[src/rtl/cpu_pkg.sv]
// cpu_pkg: shared register-file constants, writeback entry type and result mux
package cpu_pkg;
  localparam logic [3:0] REG_PC = 4'd15;
  localparam int WIDTH = 32;
  typedef struct packed {
    logic             valid;
    logic             wr;
    logic             mem_to_reg;
    logic [3:0]       a3;
    logic [WIDTH-1:0] alu_result;
    logic [WIDTH-1:0] read_data;
  } wb_entry_t;
  function automatic logic [WIDTH-1:0] mux2(input logic sel, input logic [WIDTH-1:0] a, input logic [WIDTH-1:0] b);
    return sel ? b : a;
  endfunction
endpackage

[src/rtl/reg_scoreboard.sv]
// reg_scoreboard: per-register pending-write counters feeding decode hazard detection
module reg_scoreboard import cpu_pkg::*; #(
  parameter int CNTW = 2
) (
  input  logic       clk,
  input  logic       rst,
  input  logic       inc_en,
  input  logic [3:0] inc_a3,
  input  logic       dec_en,
  input  logic [3:0] dec_a3,
  input  logic       can_en,
  input  logic [3:0] can_a3,
  input  logic [3:0] ra1,
  input  logic [3:0] ra2,
  output logic       hazard,
  output logic       sb_full
);
  localparam int MAX = 2**CNTW - 1;
  logic [CNTW-1:0] cnt_q [16];
  logic [CNTW-1:0] cnt_d [16];
  function automatic logic [CNTW-1:0] step(input logic [CNTW-1:0] c, input logic i, input logic d, input logic x);
    int n;
    n = int'(c) + int'(i) - int'(d) - int'(x);
    return (n < 0) ? '0 : (n > MAX) ? '1 : CNTW'(n);
  endfunction
  // Net change per register is issue minus retire minus flush-cancel, clamped; R15 is never reserved
  always_comb begin
    for (int r = 0; r < 16; r++)
      cnt_d[r] = step(cnt_q[r],
                      inc_en && inc_a3 == 4'(r) && 4'(r) != REG_PC,
                      dec_en && dec_a3 == 4'(r),
                      can_en && can_a3 == 4'(r) && 4'(r) != REG_PC);
  end
  // Counter bank; asynchronous clear so hazards vanish as soon as reset asserts
  always_ff @(posedge clk or negedge rst) begin
    if (!rst)
      for (int r = 0; r < 16; r++) cnt_q[r] <= '0;
    else
      cnt_q <= cnt_d;
  end
  // Hazard on either read port; full while any counter is saturated
  always_comb begin
    hazard  = (cnt_q[ra1] != '0) || (cnt_q[ra2] != '0);
    sb_full = 1'b0;
    for (int r = 0; r < 16; r++) sb_full = sb_full | (cnt_q[r] == CNTW'(MAX));
  end
endmodule

[src/rtl/writeback_unit.sv]
// writeback_unit: writeback register, register-file write port, PC redirect and hazard scoreboard
module writeback_unit #(
  parameter int WIDTH = 32,
  parameter int CNTW  = 2
) (
  input  logic             clk,
  input  logic             rst,
  input  logic             stall,
  input  logic             flush,
  input  logic             m_valid,
  input  logic             m_RegWrite,
  input  logic             m_NoWrite,
  input  logic             m_MemtoReg,
  input  logic [3:0]       m_A3,
  input  logic [WIDTH-1:0] m_ALUResult,
  input  logic [WIDTH-1:0] m_ReadData,
  input  logic             d_issue,
  input  logic             d_RegWrite,
  input  logic             d_NoWrite,
  input  logic [3:0]       d_A3,
  input  logic [3:0]       RA1,
  input  logic [3:0]       RA2,
  output logic             WE3,
  output logic [3:0]       A3,
  output logic [WIDTH-1:0] WD3,
  output logic             pc_load,
  output logic [WIDTH-1:0] pc_next,
  output logic             hazard,
  output logic             sb_full
);
  import cpu_pkg::*;
  wb_entry_t        wb_q, wb_d;
  logic [WIDTH-1:0] res;
  // Capture the memory-stage entry unless stalled; a flush clears validity even while stalled
  always_comb begin
    wb_d = wb_q;
    if (!stall) begin
      wb_d.valid      = m_valid & ~flush;
      wb_d.wr         = m_valid & ~flush & m_RegWrite & ~m_NoWrite;
      wb_d.mem_to_reg = m_MemtoReg;
      wb_d.a3         = m_A3;
      wb_d.alu_result = m_ALUResult;
      wb_d.read_data  = m_ReadData;
    end else if (flush) begin
      wb_d.valid = 1'b0;
      wb_d.wr    = 1'b0;
    end
  end
  // Writeback register
  always_ff @(posedge clk or negedge rst) begin
    if (!rst) wb_q <= '0;
    else      wb_q <= wb_d;
  end
  assign res     = mux2(wb_q.mem_to_reg, wb_q.alu_result, wb_q.read_data);
  assign WE3     = wb_q.valid & wb_q.wr & (wb_q.a3 != REG_PC);
  assign pc_load = wb_q.valid & wb_q.wr & (wb_q.a3 == REG_PC);
  assign A3      = wb_q.a3;
  assign WD3     = res;
  assign pc_next = res;
  reg_scoreboard #(.CNTW(CNTW)) u_sb (
    .clk    (clk),
    .rst    (rst),
    .inc_en (d_issue & ~stall & d_RegWrite & ~d_NoWrite),
    .inc_a3 (d_A3),
    .dec_en (WE3),
    .dec_a3 (A3),
    .can_en (flush & m_valid & m_RegWrite & ~m_NoWrite),
    .can_a3 (m_A3),
    .ra1    (RA1),
    .ra2    (RA2),
    .hazard (hazard),
    .sb_full(sb_full)
  );
endmodule
[config.mk]
export PLATFORM = sky130hd
export DESIGN_NAME = writeback_unit
export DESIGN_NICKNAME = d
export VERILOG_FILES = /design/src/rtl/cpu_pkg.sv /design/src/rtl/reg_scoreboard.sv /design/src/rtl/writeback_unit.sv
export SDC_FILE = /design/constraint.sdc
export NUM_CORES = 1
export LEC_CHECK = 0
export CAP_MARGIN = 40
export CORE_UTILIZATION = 45
export DETAILED_ROUTE_END_ITERATION = 8
export PLACE_DENSITY_LB_ADDON = 0.05
export SYNTH_ARGS = -nofsm -noshare
export SYNTH_HDL_FRONTEND = slang
export SYNTH_SLANG_ARGS = --single-unit
[constraint.sdc]
create_clock -name clk -period 4.53 [get_ports clk]
set_clock_uncertainty 0.05 [all_clocks]
set_input_delay 0.906 -clock clk [delete_from_list [all_inputs] [get_ports clk]]
set_output_delay 0.906 -clock clk [all_outputs]
set_load 0.005 [all_outputs]
* Word level (Yosys, flattened, before mapping)
Index checks and enable logic that the tools add are counted.
Storage, ports and cells: bits in registers 103, bits in latches 0, RAM bits 0, bits in read-only memories 0, input bits 91, output and inout bits 72, word-level logic and storage cells 289, memories kept 0
Operators by class: add/subtract/negate cells 46, multiply operators 0, divide/modulo/power cells 0, magnitude comparators 34, equal/unequal tests 61, shift-type cells 0, muxes and demuxes 41, bitwise gates (word level) 33, reduce and logical (&&, ||, !) cells 52
Operators by type and width (number):
- 32-bit by 2-bit subtractor with 32-bit output | 30
- 32-bit by 3-bit > comparator with 1-bit output (second input constant) | 16
- 32-bit by 1-bit less-than comparator with 1-bit output (second input constant) | 16
- 4-bit == test (second input constant) | 22
- 2-bit two-way mux | 38
- 4-bit by 3-bit == test with 1-bit output (second input constant) | 12
- 1-bit logical AND | 46
- 2-bit by 1-bit adder with 3-bit output | 15
- 2-bit == test (second input constant) | 16
- 32-bit two-way mux | 1
- 4-bit by 2-bit == test with 1-bit output (second input constant) | 6
- 2-bit binary-select mux with 4-bit select | 2
- 1-bit bitwise OR | 15
- 1-bit AND | 12
- 4-bit by 1-bit == test with 1-bit output (second input constant) | 3
- 4-bit logical NOT | 3
- 5-bit >= comparator (second input constant) | 2
- 4-bit NOT with 5-bit output | 2
- 4-bit inequality test (second input constant) | 1
- 1-bit NOT | 4
- 2-bit nonzero test | 2
- 2-bit by 1-bit subtractor with 3-bit output | 1
- 2-bit by 1-bit inequality test with 1-bit output (second input constant) | 1
- 1-bit logical OR | 1

* Depth between registers and ports, before layout
Gate-level depths: netlist of the first run.
word-level depth 16, depth in mapped cells 12

* By module
From an unflattened synthesis of the first run, not the netlist that was laid out.
Second synthesis, totals: cell total of the unflattened synthesis 703, area, all modules 7738.7 um2
By module, submodules not included:
- reg_scoreboard | times used 1, cells an instance 472, area each 4022.6 um2, seq. area each 800.8 um2
- writeback_unit | times used 1, cells an instance 231, area each 3716.1 um2, seq. area each 1776.7 um2

* Least setup slack after synthesis of the first run
No wires, ideal clock.
path type input to register, start point in stall, end point reg u_sb.cnt_q[28] (netlist name), library setup time 0.066 ns, arrival time 3.175 ns, data required time 4.414 ns, slack 1.239 ns, cell stages on the path 12, buffers on the path 1, path through clkbuf_1 -> nor4bb_1 -> nor2b_1 -> nand2_1 -> nor3_1 -> ha_1 -> fa_1 -> inv_1 -> ha_1 -> ha_1 -> nand2b_1 -> o32a_1
RTL lines:
- start: declaration | RTL line writeback_unit.sv:8 | input logic stall,
- end signal: assignment | RTL line reg_scoreboard.sv:39 | cnt_q <= cnt_d;
- end: declaration | RTL line reg_scoreboard.sv:19 | logic [CNTW-1:0] cnt_q [16];

* Worst setup path in the final report of the first run
start point in RA2[3], end point out hazard
Between the ends: longest elaborated chain between the ends 6
RTL lines:
- start: declaration | RTL line writeback_unit.sv:22 | input logic [3:0] RA2,
- 4-bit NOT with 5-bit output (not written as such) | RTL line reg_scoreboard.sv:43 | hazard = (cnt_q[ra1] != '0) || (cnt_q[ra2] != '0);
- 2-bit binary-select mux with 4-bit select | RTL line reg_scoreboard.sv:43
- 2-bit two-way mux (not written as such) (2 in a row) | RTL line reg_scoreboard.sv:43
- 2-bit nonzero test | RTL line reg_scoreboard.sv:43
- 1-bit logical OR | RTL line reg_scoreboard.sv:43
- end: declaration | RTL line writeback_unit.sv:28 | output logic hazard,
No other way between the ends. The select of a mux whose other input is x is not followed.

==> metrics, run 1 <==
Clock Path Buffers 2; drt first pass iters 4; gr usage total 21.2%; hold_buf cts 0; layout cells sized above 1 17.6%; Tcrit/Tclk final 90.2%; WP data arrival 3130 ps; total DRC errors in the routed layout 0; VDD IR max 0.190 mV; outcome complete, no violations; port bufs 162; P&R area growth vs syn 29.3%; Starting Density 46.6%; worst slew pin tran 908 ps; leading cell type in the layout, fill and taps excluded clkdlybuf4s50_1; Slew Limit Fails 0; routed vias/inst 5.37; DRT Wirelength 15.0 mm; Post-Synthesis Cells 578; CP endpoint kind primary output; Fmax 245 MHz; H-tree depth 3; FFs w/ async S/R, synth 100%; YS warnings 0; Setup Buffers After CTS 0; RSZ-0062 raised after global routing no; Total Nets Final 873; Critical Path Fanout Max 5; CTS root buf clkbuf_16; core area 14000 um2; Resize count post-CTS 0; row count 43; clk sink count 103; vias in the first global route 5134; Overflow after GRT 0; post-route minimum period 4090 ps; WL/cell 16.8 um; I/O pin count 163; CP required 3570 ps; Post-synth EDFFs 0; clk slew on worst S/H paths 80 ps; initial antenna violation count 0; Seq/Total Area, Yosys 39.4%; syn nets 747; worst-skew pair later-pin latency 350 ps; Synth cell types 38; vias 4772; setup_tns 0 ps; CTS buffer count 9; ys flop type dfrtp_1; power density of the placed cells 401 nW/um2; HP Class in -> async; critical path type in -> out; chip width 123 um; Initial DRC Count 190; pin count of the biggest net entering global routing 72; Lkg Pwr 3.76 nW; CTS tree built; most frequent cells in the layout clkdlybuf4s50_1 (160), dfrtp_1 (103), mux2_2 (102), inv_1 (64), ha_1 (63); first-pass GRT wire length 24.4 mm; post-route ant nets 0; total of max-cap violations 0; Synth Cell Area 6550 um2; syn_area_per_cell 11.3 um2; Final Hold Viols 0; synthesis-stage register bit count 103; Placer Congestion 0.901; die height 123 um; Post-Layout Inst Area 8460 um2; placement-stage cell area 8080 um2; total die area 15000 um2; fillers 1194; final count of negative-setup-slack endpoints 0; # diodes 0; worst rel slew slack 39.5%; hpwl dp 11.6 mm; Setup crit start kind primary input
-- final cells by class --
cell class	count	area [um2]	share of cell area (%)
sequential	103	2580	30.5
multi-input combinational	360	3400	40.1
clock inverter	6	140	1.66
clock buffer	10	239	2.82
inverter	64	240	2.84
timing repair buffer	166	1640	19.4
tap	180	225	2.66
-- where the power goes --
group | switching (W) | internal [W]
logic | 0.000464 | 0.000646
registers | 0.000190 | 0.00112
clock network | 0.000362 | 0.000616
-- sequential cells by signal (all words and copies together), names as in the netlist --
| signal | cells |
|---|---|
| wb_q | 67 |
| u_sb.cnt_q | 32 |
| A3 | 4 |
-- metrics by stage --
step | hold WS (ps) | power, W | worst slack (ps) | utilization [%] | instances
final | 389 | 0.00340 | 442 | 60.3 | 889
after global routing | 392 | 0.00361 | 380 | 60.3 | 889
after CTS | 388 | 0.00343 | 431 | 60.3 | 889
after detailed placement | 438 | 0.00244 | 449 | 57.6 | 873
after global placement | 433 | 0.00239 | 512 | 57.6 | 873
after floorplan | 424 | 0.00198 | 1240 | - | 578
-- worst max-delay path: stages --
cell             delay [ps]
clkdlybuf4s50_1         580
mux4_1                  580
mux2_2                  280
o22ai_1                 170
a2111o_1                140
clkdlybuf4s50_1         490
-- cells in the mapped netlist (all sizes together), types with 4 or more instances --
library cell    n  area [um2]
fa             15         300
a21oi           7        35.0
mux2          102        1150
nand3           7        35.0
nand2          31         116
buf            37         278
nand2b         16         100
a221oi          4        35.0
a211oi          7        52.6
ha             63         788
dfrtp         103        2580
a22o            4        35.0
nor3           15        75.1
nor2b           6        37.5
inv            64         240
nor2           29         109
clkbuf         14        52.6
o32a           26         260
-- worst paths after layout --
| kind | start | depth (start not counted) | slack (ps) | endpoint |
|---|---|---|---|---|
| hold / removal | rst | 1 | 390 | wb_q[21] |
| setup reg to reg | A3[3] | 8 | 1970 | u_sb.cnt_q[25] |
| hold reg to reg | wb_q[56] | 1 | 450 | wb_q[56] |
| max in group asynchronous | rst | 2 | 3090 | wb_q[0] |
| setup / recovery | RA2[3] | 6 | 440 | hazard |
| min in group clk | wb_q[56] | 1 | 450 | wb_q[56] |
-- cell families (layout without fill, tap and decap cells) --
logic type | count (synthesis) | count (layout) | synth area share [%]
buf+inv | 115 | 246 | 8.72
mux | 106 | 106 | 18.9
simple gates | 117 | 117 | 8.68
flops | 103 | 103 | 39.4
other cells | 1 | 1 | 0.0573
compound gates | 58 | 58 | 7.65
fa+ha+maj | 78 | 78 | 16.6
-- routing by layer --
metal  routed length (um)  vias up  track usage (%)  share of wire, %
met4                  171        0             5.49               1.1
li1                     -     2254                -                 -
met2                 7380      132             36.6                49
met5                    0        -                0                 0
met1                 6350     2373             25.3                42
met3                 1070       13             6.97               7.1
(Power assumes the default switching activity.)
==> run 2, diff against run 1 <==
--- a/config.mk
+++ b/config.mk
@@ -8,6 +8,7 @@
 export CAP_MARGIN = 40
 export CORE_UTILIZATION = 45
 export DETAILED_ROUTE_END_ITERATION = 8
+export GPL_TIMING_DRIVEN = 0
 export PLACE_DENSITY_LB_ADDON = 0.05
 export SYNTH_ARGS = -nofsm -noshare
 export SYNTH_HDL_FRONTEND = slang
==> run 2 against run 1 <==
Compared with the run above: combinational power up 6%; utilization is 1.7 points higher; routed wire length is 2.0% higher; clock power down 19%; register-to-register slack worse by 20 ps; global-route usage increased by 0.24 points; critical path type unchanged; critical endpoint unchanged; largest cell class unchanged; highest routed layer unchanged.
==> metrics, run 2 (synthesized netlist as in run 1, its figures left out) <==
outcome complete, no violations; leading cell type in the layout, fill and taps excluded clkdlybuf4s50_1; Overflow after GRT 0 (unchanged); # diodes 0 (unchanged); vias 4935 (+3.4%); Placer Congestion 0.811 (-9.9%); delay of the slowest cell on the worst path 590 ps (about the same); total die area 15000 um2 (unchanged); Tcrit/Tclk final 89.9% (-0.39 points); RSZ-0062 raised after global routing no; I/O pin count 163 (unchanged); die height 123 um (unchanged); placement-stage cell area 8400 um2 (+3.9%); Post-Layout Inst Area 8700 um2 (+2.8%); CP most frequent cell clkdlybuf4s50_1; WP data arrival 3110 ps (-20 ps); total of max-cap violations 0 (unchanged); Buf+Inv Stages, Crit Path 2 (unchanged); Critical Path Fanout Max 5 (unchanged); total power 0.00327 W (-3.9%); routed vias/inst 5.28 (-1.7%); power density of the placed cells 375 nW/um2 (-6.5%); clk slew on worst S/H paths 70 ps (about the same); post-route ant nets 0 (unchanged); P&R area growth vs syn 32.9%; area of the multi-input gates 3400 um2 (unchanged); total DRC errors in the routed layout 0 (unchanged); critical path type in -> out; CP required 3570 ps (about the same); initial antenna violation count 0 (unchanged); Resize count post-CTS 0 (unchanged); gr usage total 21.5% (+0.24 points); CTS tree built; CP delay by family, top buffers and inverters; Lkg Pwr 3.90 nW (+3.6%); layout cells sized above 1 20.7% (+3.0 points); Setup crit start kind primary input; VDD IR max 0.205 mV (+8.2%); most frequent cells in the layout clkdlybuf4s50_1 (159), dfrtp_1 (103), mux2_2 (102), inv_1 (64), ha_1 (63); worst rel slew slack 43.6% (+4.1 points); Starting Density 46.6% (unchanged); HP Class reg -> reg; Final Hold Viols 0 (unchanged); fillers 1142 (-4.4%); Reg with most FFs wb_q; WL/cell 16.3 um (-3.0%); final count of negative-setup-slack endpoints 0 (unchanged); Initial DRC Count 191 (+0.53%); port bufs 160 (-1.2%); Total Nets Final 919 (+5.3%); pin count of the biggest net entering global routing 65 (-9.7%); CP endpoint kind primary output; clk sink count 103 (unchanged); CTS root buf clkbuf_16; chip width 123 um (unchanged); Reg area 2580 um2 (unchanged); CTS buffer count 9 (unchanged); drt first pass iters 4 (unchanged); Worst path slowest cell clkdlybuf4s50_1; worst-skew pair later-pin latency 350 ps (about the same); first-pass GRT wire length 24.7 mm (+1.2%); Setup Buffers After CTS 0 (unchanged); DRT Wirelength 15.3 mm (+2.0%); H-tree depth 3 (unchanged); worst slew pin tran 844 ps (-63.7 ps); Fmax 246 MHz (+0.44%); Slew Limit Fails 0 (unchanged); row count 43 (unchanged); post-route minimum period 4070 ps (-17.8 ps); crit-path cells clkdlybuf4s50_1 > mux4_1 > mux2_2 > o22ai_1 > a2111o_1 > clkdlybuf4s50_1; core area 14000 um2 (unchanged); hpwl dp 12.1 mm (+4.3%); Largest register FFs 67 (unchanged); Clock Path Buffers 2 (unchanged); hold_buf cts 0 (unchanged); vias in the first global route 5171 (+0.72%)
==> run 2: where the power goes <==
part | switching [W] | internal (W) | leakage, nW
Combinational | 0.000474 | 0.000701 | 2.53
Sequential | 0.000177 | 0.00112 | 1.23
Clock | 0.000347 | 0.000446 | 0.139
Total | 0.000998 | 0.00227 | 3.90
==> run 2: routing by layer <==
metal | vias to the layer above | track usage [%] | routed length [um]
met4 | 0 | 7.55 | 243
met5 | - | 0 | 0
met3 | 18 | 5.76 | 1050
met1 | 2461 | 25.5 | 6260
li1 | 2341 | - | -
met2 | 115 | 37.2 | 7720
==> run 2: path summary, 6_finish.rpt <==
kind | cells after the start | slack (ps) | endpoint | from
setup / recovery | 6 | 460 | hazard | RA2[3]
max in group asynchronous | 2 | 3250 | wb_q[9] | rst
hold / removal | 1 | 450 | wb_q[14] | wb_q[14]
setup reg to reg | 9 | 1950 | u_sb.cnt_q[18] | wb_q[70]
hold reg to reg | 1 | 450 | wb_q[14] | wb_q[14]
min in group asynchronous | 1 | 480 | wb_q[57] | rst
==> run 2: final cells by class <==
| class | instances | share of cell area, % |
|---|---|---|
| Clock inverter | 4 | 0.619 |
| Sequential cell | 103 | 29.6 |
| Clock buffer | 12 | 2.83 |
| Inverter | 64 | 2.76 |
| Buffer | 51 | 3.80 |
| Tap cell | 180 | 2.59 |
| Timing Repair Buffer | 161 | 18.7 |
| Multi-Input combinational cell | 360 | 39.1 |
==> run 2: stage by stage <==
stage	worst slack, ps	TNS (ps)	hold WS, ps	utilization, %	std cells
finish	460	0	453	61.9	935
CTS	443	0	455	61.9	935
global placement	-1500	-153040	431	59.6	918
global route	360	0	463	61.9	935
floorplan	1240	0	424	-	578
detailed placement	435	0	438	59.8	919
==> run 2: worst register-to-register path, cell delays in order (launching register included) <==
cell and delay [ps]:
dfrtp_1 360, nand2_1 130, nor3b_1 580, nand2_1 170, fa_1 500, inv_1 80
ha_1 150, ha_1 240, nand2b_1 110, o32a_1 150
==> run 3, diff against run 2 <==
--- a/config.mk
+++ b/config.mk
@@ -12,4 +12,5 @@
 export PLACE_DENSITY_LB_ADDON = 0.05
 export SYNTH_ARGS = -nofsm -noshare
 export SYNTH_HDL_FRONTEND = slang
+export SYNTH_HIERARCHICAL = 1
 export SYNTH_SLANG_ARGS = --single-unit
==> run 3 against run 2 <==
Compared with the run above: total power increased by 4.9%; utilization decreased by 2.4 points; non-clock buffer count unchanged; routed wire length increased by 24%; sequential cell count unchanged; sequential share of layout area decreased by 3.7 points; die area increased by 18%; count of clock-buffer cells in the layout decreased by 3; clock power decreased by 2%; critical endpoint unchanged.
==> metrics, run 3 <==
WL/cell 17.2 um (+5.5%); P&R area growth vs syn 28.5%; clock power share 22.6% (-1.7 points); ys flop type dfrtp_1; synthesis-stage register bit count 103 (unchanged); Sw Pwr 0.00121 W (+22%); CTS buffer count 9 (unchanged); hold_buf cts 0 (unchanged); outcome complete, no violations; Worst path depth 7 (+1); Post-synth EDFFs 0 (unchanged); post-route ant nets 0 (unchanged); I/O pin count 163 (unchanged); worst-skew pair later-pin latency 350 ps (about the same); total die area 17700 um2 (+18%); drt first pass iters 5 (+1); Setup crit start kind primary input; Resize count post-CTS 0 (unchanged); RSZ-0062 raised after global routing no; combinational power share 39.0% (+3.0 points); Initial DRC Count 256 (+34%); VDD IR max 0.197 mV (-4.2%); Slew Limit Fails 0 (unchanged); port bufs 161 (+0.63%); Reg with most FFs wb_q; DRT Wirelength 19.0 mm (+24%); clk slew on worst S/H paths 70 ps (about the same); Hold WS 458 ps (+4.85 ps); final count of negative-setup-slack endpoints 0 (unchanged); vias 5765 (+17%); count leader, synth dfrtp_1; Total Nets Final 1075 (+17%); CP delay by family, top buffers and inverters; Synth area leader dfrtp_1; chip width 133 um (+8.6%); worst slew pin tran 573 ps (-271 ps); Buf+Inv Stages, Crit Path 2 (unchanged); vias in the first global route 6066 (+17%); Synth Cell Area 7740 um2 (+18%); WP data arrival 2920 ps (-190 ps); setup_tns 0 ps (unchanged); P_int 0.00221 W (-2.5%); Seq/Total Area, Yosys 33.3% (-6.1 points); Post-Synthesis Cells 703 (+22%); switch share 35.4% (+4.9 points); syn nets 902 (+21%); first-pass GRT wire length 30.9 mm (+25%); HP Class reg -> reg; core area 16700 um2 (+19%); Clock Path Buffers 2 (unchanged); Overflow after GRT 0 (unchanged); clk sink count 103 (unchanged); CP required 3570 ps (about the same); H-tree depth 3 (unchanged); CP endpoint kind primary output; initial antenna violation count 0 (unchanged); Placer Congestion 0.854 (+5.3%); CTS root buf clkbuf_16; syn_area_per_cell 11.0 um2 (-2.8%); power density of the placed cells 344 nW/um2 (-8.2%); gr usage total 22.2% (+0.73 points); row count 47 (+9.3%); routed vias/inst 5.24 (-0.79%); worst rel slew slack 61.8% (+18 points); # diodes 0 (unchanged); leading cell type in the layout, fill and taps excluded clkdlybuf4s50_1; Setup Buffers After CTS 0 (unchanged); crit-path cells clkdlybuf4s50_1 > nor3_1 > a2111oi_2 > nor4_1 > and3_1 > nand4_1 > clkdlybuf4s50_1; pin count of the biggest net entering global routing 67 (+3.1%); Flop pwr share 38.4% (-1.3 points); layout cells sized above 1 19.9% (-0.80 points); total of max-cap violations 0 (unchanged); Lkg Pwr 4.75 nW (+22%); total DRC errors in the routed layout 0 (unchanged); most frequent cells in the layout clkdlybuf4s50_1 (160), dfrtp_1 (103), ha_1 (93), mux2_4 (69), inv_1 (65); worst reg-to-reg path cell count 13 (+4); Worst Hold Depth 1 (unchanged); Fmax 258 MHz (+5.0%); FFs w/ async S/R, synth 100% (unchanged); CTS tree built; Starting Density 46.3% (-0.27 points); post-route minimum period 3870 ps (-196 ps); top cells by area, synth dfrtp_1 (33%), ha_1 (15%), mux2_4 (13%), mux2_2 (4.7%), fa_1 (3.9%); Synth cell types 42 (+11%); Final Util 59.5% (-2.4 points); critical path type in -> out; Commonest cells post-synth dfrtp_1 (103), ha_1 (93), mux2_4 (69); Worst path slowest cell clkdlybuf4s50_1; Critical Path Fanout Max 6 (+1); die height 133 um (+8.6%); Largest register FFs 67 (unchanged); Final Hold Viols 0 (unchanged); YS warnings 6 (+6); delay of the slowest cell on the worst path 540 ps (-50 ps); post-synth top area share 33.3% (-6.1 points); hpwl dp 14.8 mm (+22%); CP most frequent cell clkdlybuf4s50_1; Tcrit/Tclk final 85.5% (-4.3 points)
[run 3: cell types whose count changed in the layout (fill, tap and decap cells not counted), moves of 15 or more]
cell	previous run	this run
ha_1	63	93
mux2_2	102	32
clkbuf_1	16	0
o32a_1	26	0
xnor2_1	0	15
a21boi_1	0	24
nand2_1	31	54
mux2_4	0	69
[run 3: final timing paths]
path,slack (ps),endpoint,from
max,660,hazard,RA1[0]
min,460,wb_q[46],wb_q[46]
max reg2reg,900,u_sb/cnt_q[30],A3[0]
min reg2reg,460,wb_q[46],wb_q[46]
max in group asynchronous,3210,wb_q[15],rst
min in group asynchronous,490,u_sb/cnt_q[7],rst
[run 3: cells by family after synthesis]
family / after synthesis / share of synthesized area [%]
mux: 102 / 18.2
xor+xnor: 15 / 1.70
buf+inv: 117 / 9.44
simple gates: 178 / 11.3
fa+ha+maj: 108 / 18.9
flops: 103 / 33.3
compound gates: 80 / 7.16
[run 3: final cells by class]
class / instances / area (um2)
flip-flops and latches: 103 / 2580
inverters: 67 / 251
repair buffers: 162 / 1640
fillers: 1391 / 6760
clock inverters: 7 / 65.1
clock buffers: 9 / 225
well taps: 220 / 275
multi-input cells: 483 / 4430
plain buffers: 50 / 479
[run 3: stage by stage]
| step | setup WS [ps] | std cells | total power (W) | area, um2 |
|---|---|---|---|---|
| floorplan | 967 | 703 | 0.00213 | 7740 |
| global placement | -1650 | 1084 | 0.00256 | 9630 |
| detailed placement | 421 | 1085 | 0.00266 | 9650 |
| CTS | 710 | 1101 | 0.00346 | 9940 |
| global route | 558 | 1101 | 0.00367 | 9940 |
| finish | 655 | 1101 | 0.00342 | 9940 |
[run 3: worst reg2reg max path: stages, from the launching register on]
cell and delay (ps):
dfrtp_1 530, nand4_1 190, nor2b_1 390, or3b_1 510, nor3_1 190, ha_1 260, inv_1 60, ha_1 160
inv_1 60, fa_1 370, xnor2_1 260, a21boi_1 250, o21ai_1 80, and3_1 180
[run 3: routing by layer]
metal / part of all wire (%) / vias up / track usage [%]
li1: - / 2752 / -
met1: 45 / 2858 / 28.8
met2: 50 / 142 / 38.2
met3: 4.8 / 13 / 4.72
met4: 0.93 / 0 / 4.36
met5: 0 / - / 0
[run 3: power groups by stage]
| stage | clock (W) | combinational (W) | sequential, W |
|---|---|---|---|
| after floorplan | 0 | 0.000879 | 0.00125 |
| after global placement | 0 | 0.00125 | 0.00132 |
| after detailed placement | 0 | 0.00133 | 0.00133 |
| after CTS | 0.000803 | 0.00134 | 0.00131 |
| after global routing | 0.000837 | 0.00148 | 0.00135 |
| final | 0.000774 | 0.00134 | 0.00131 |
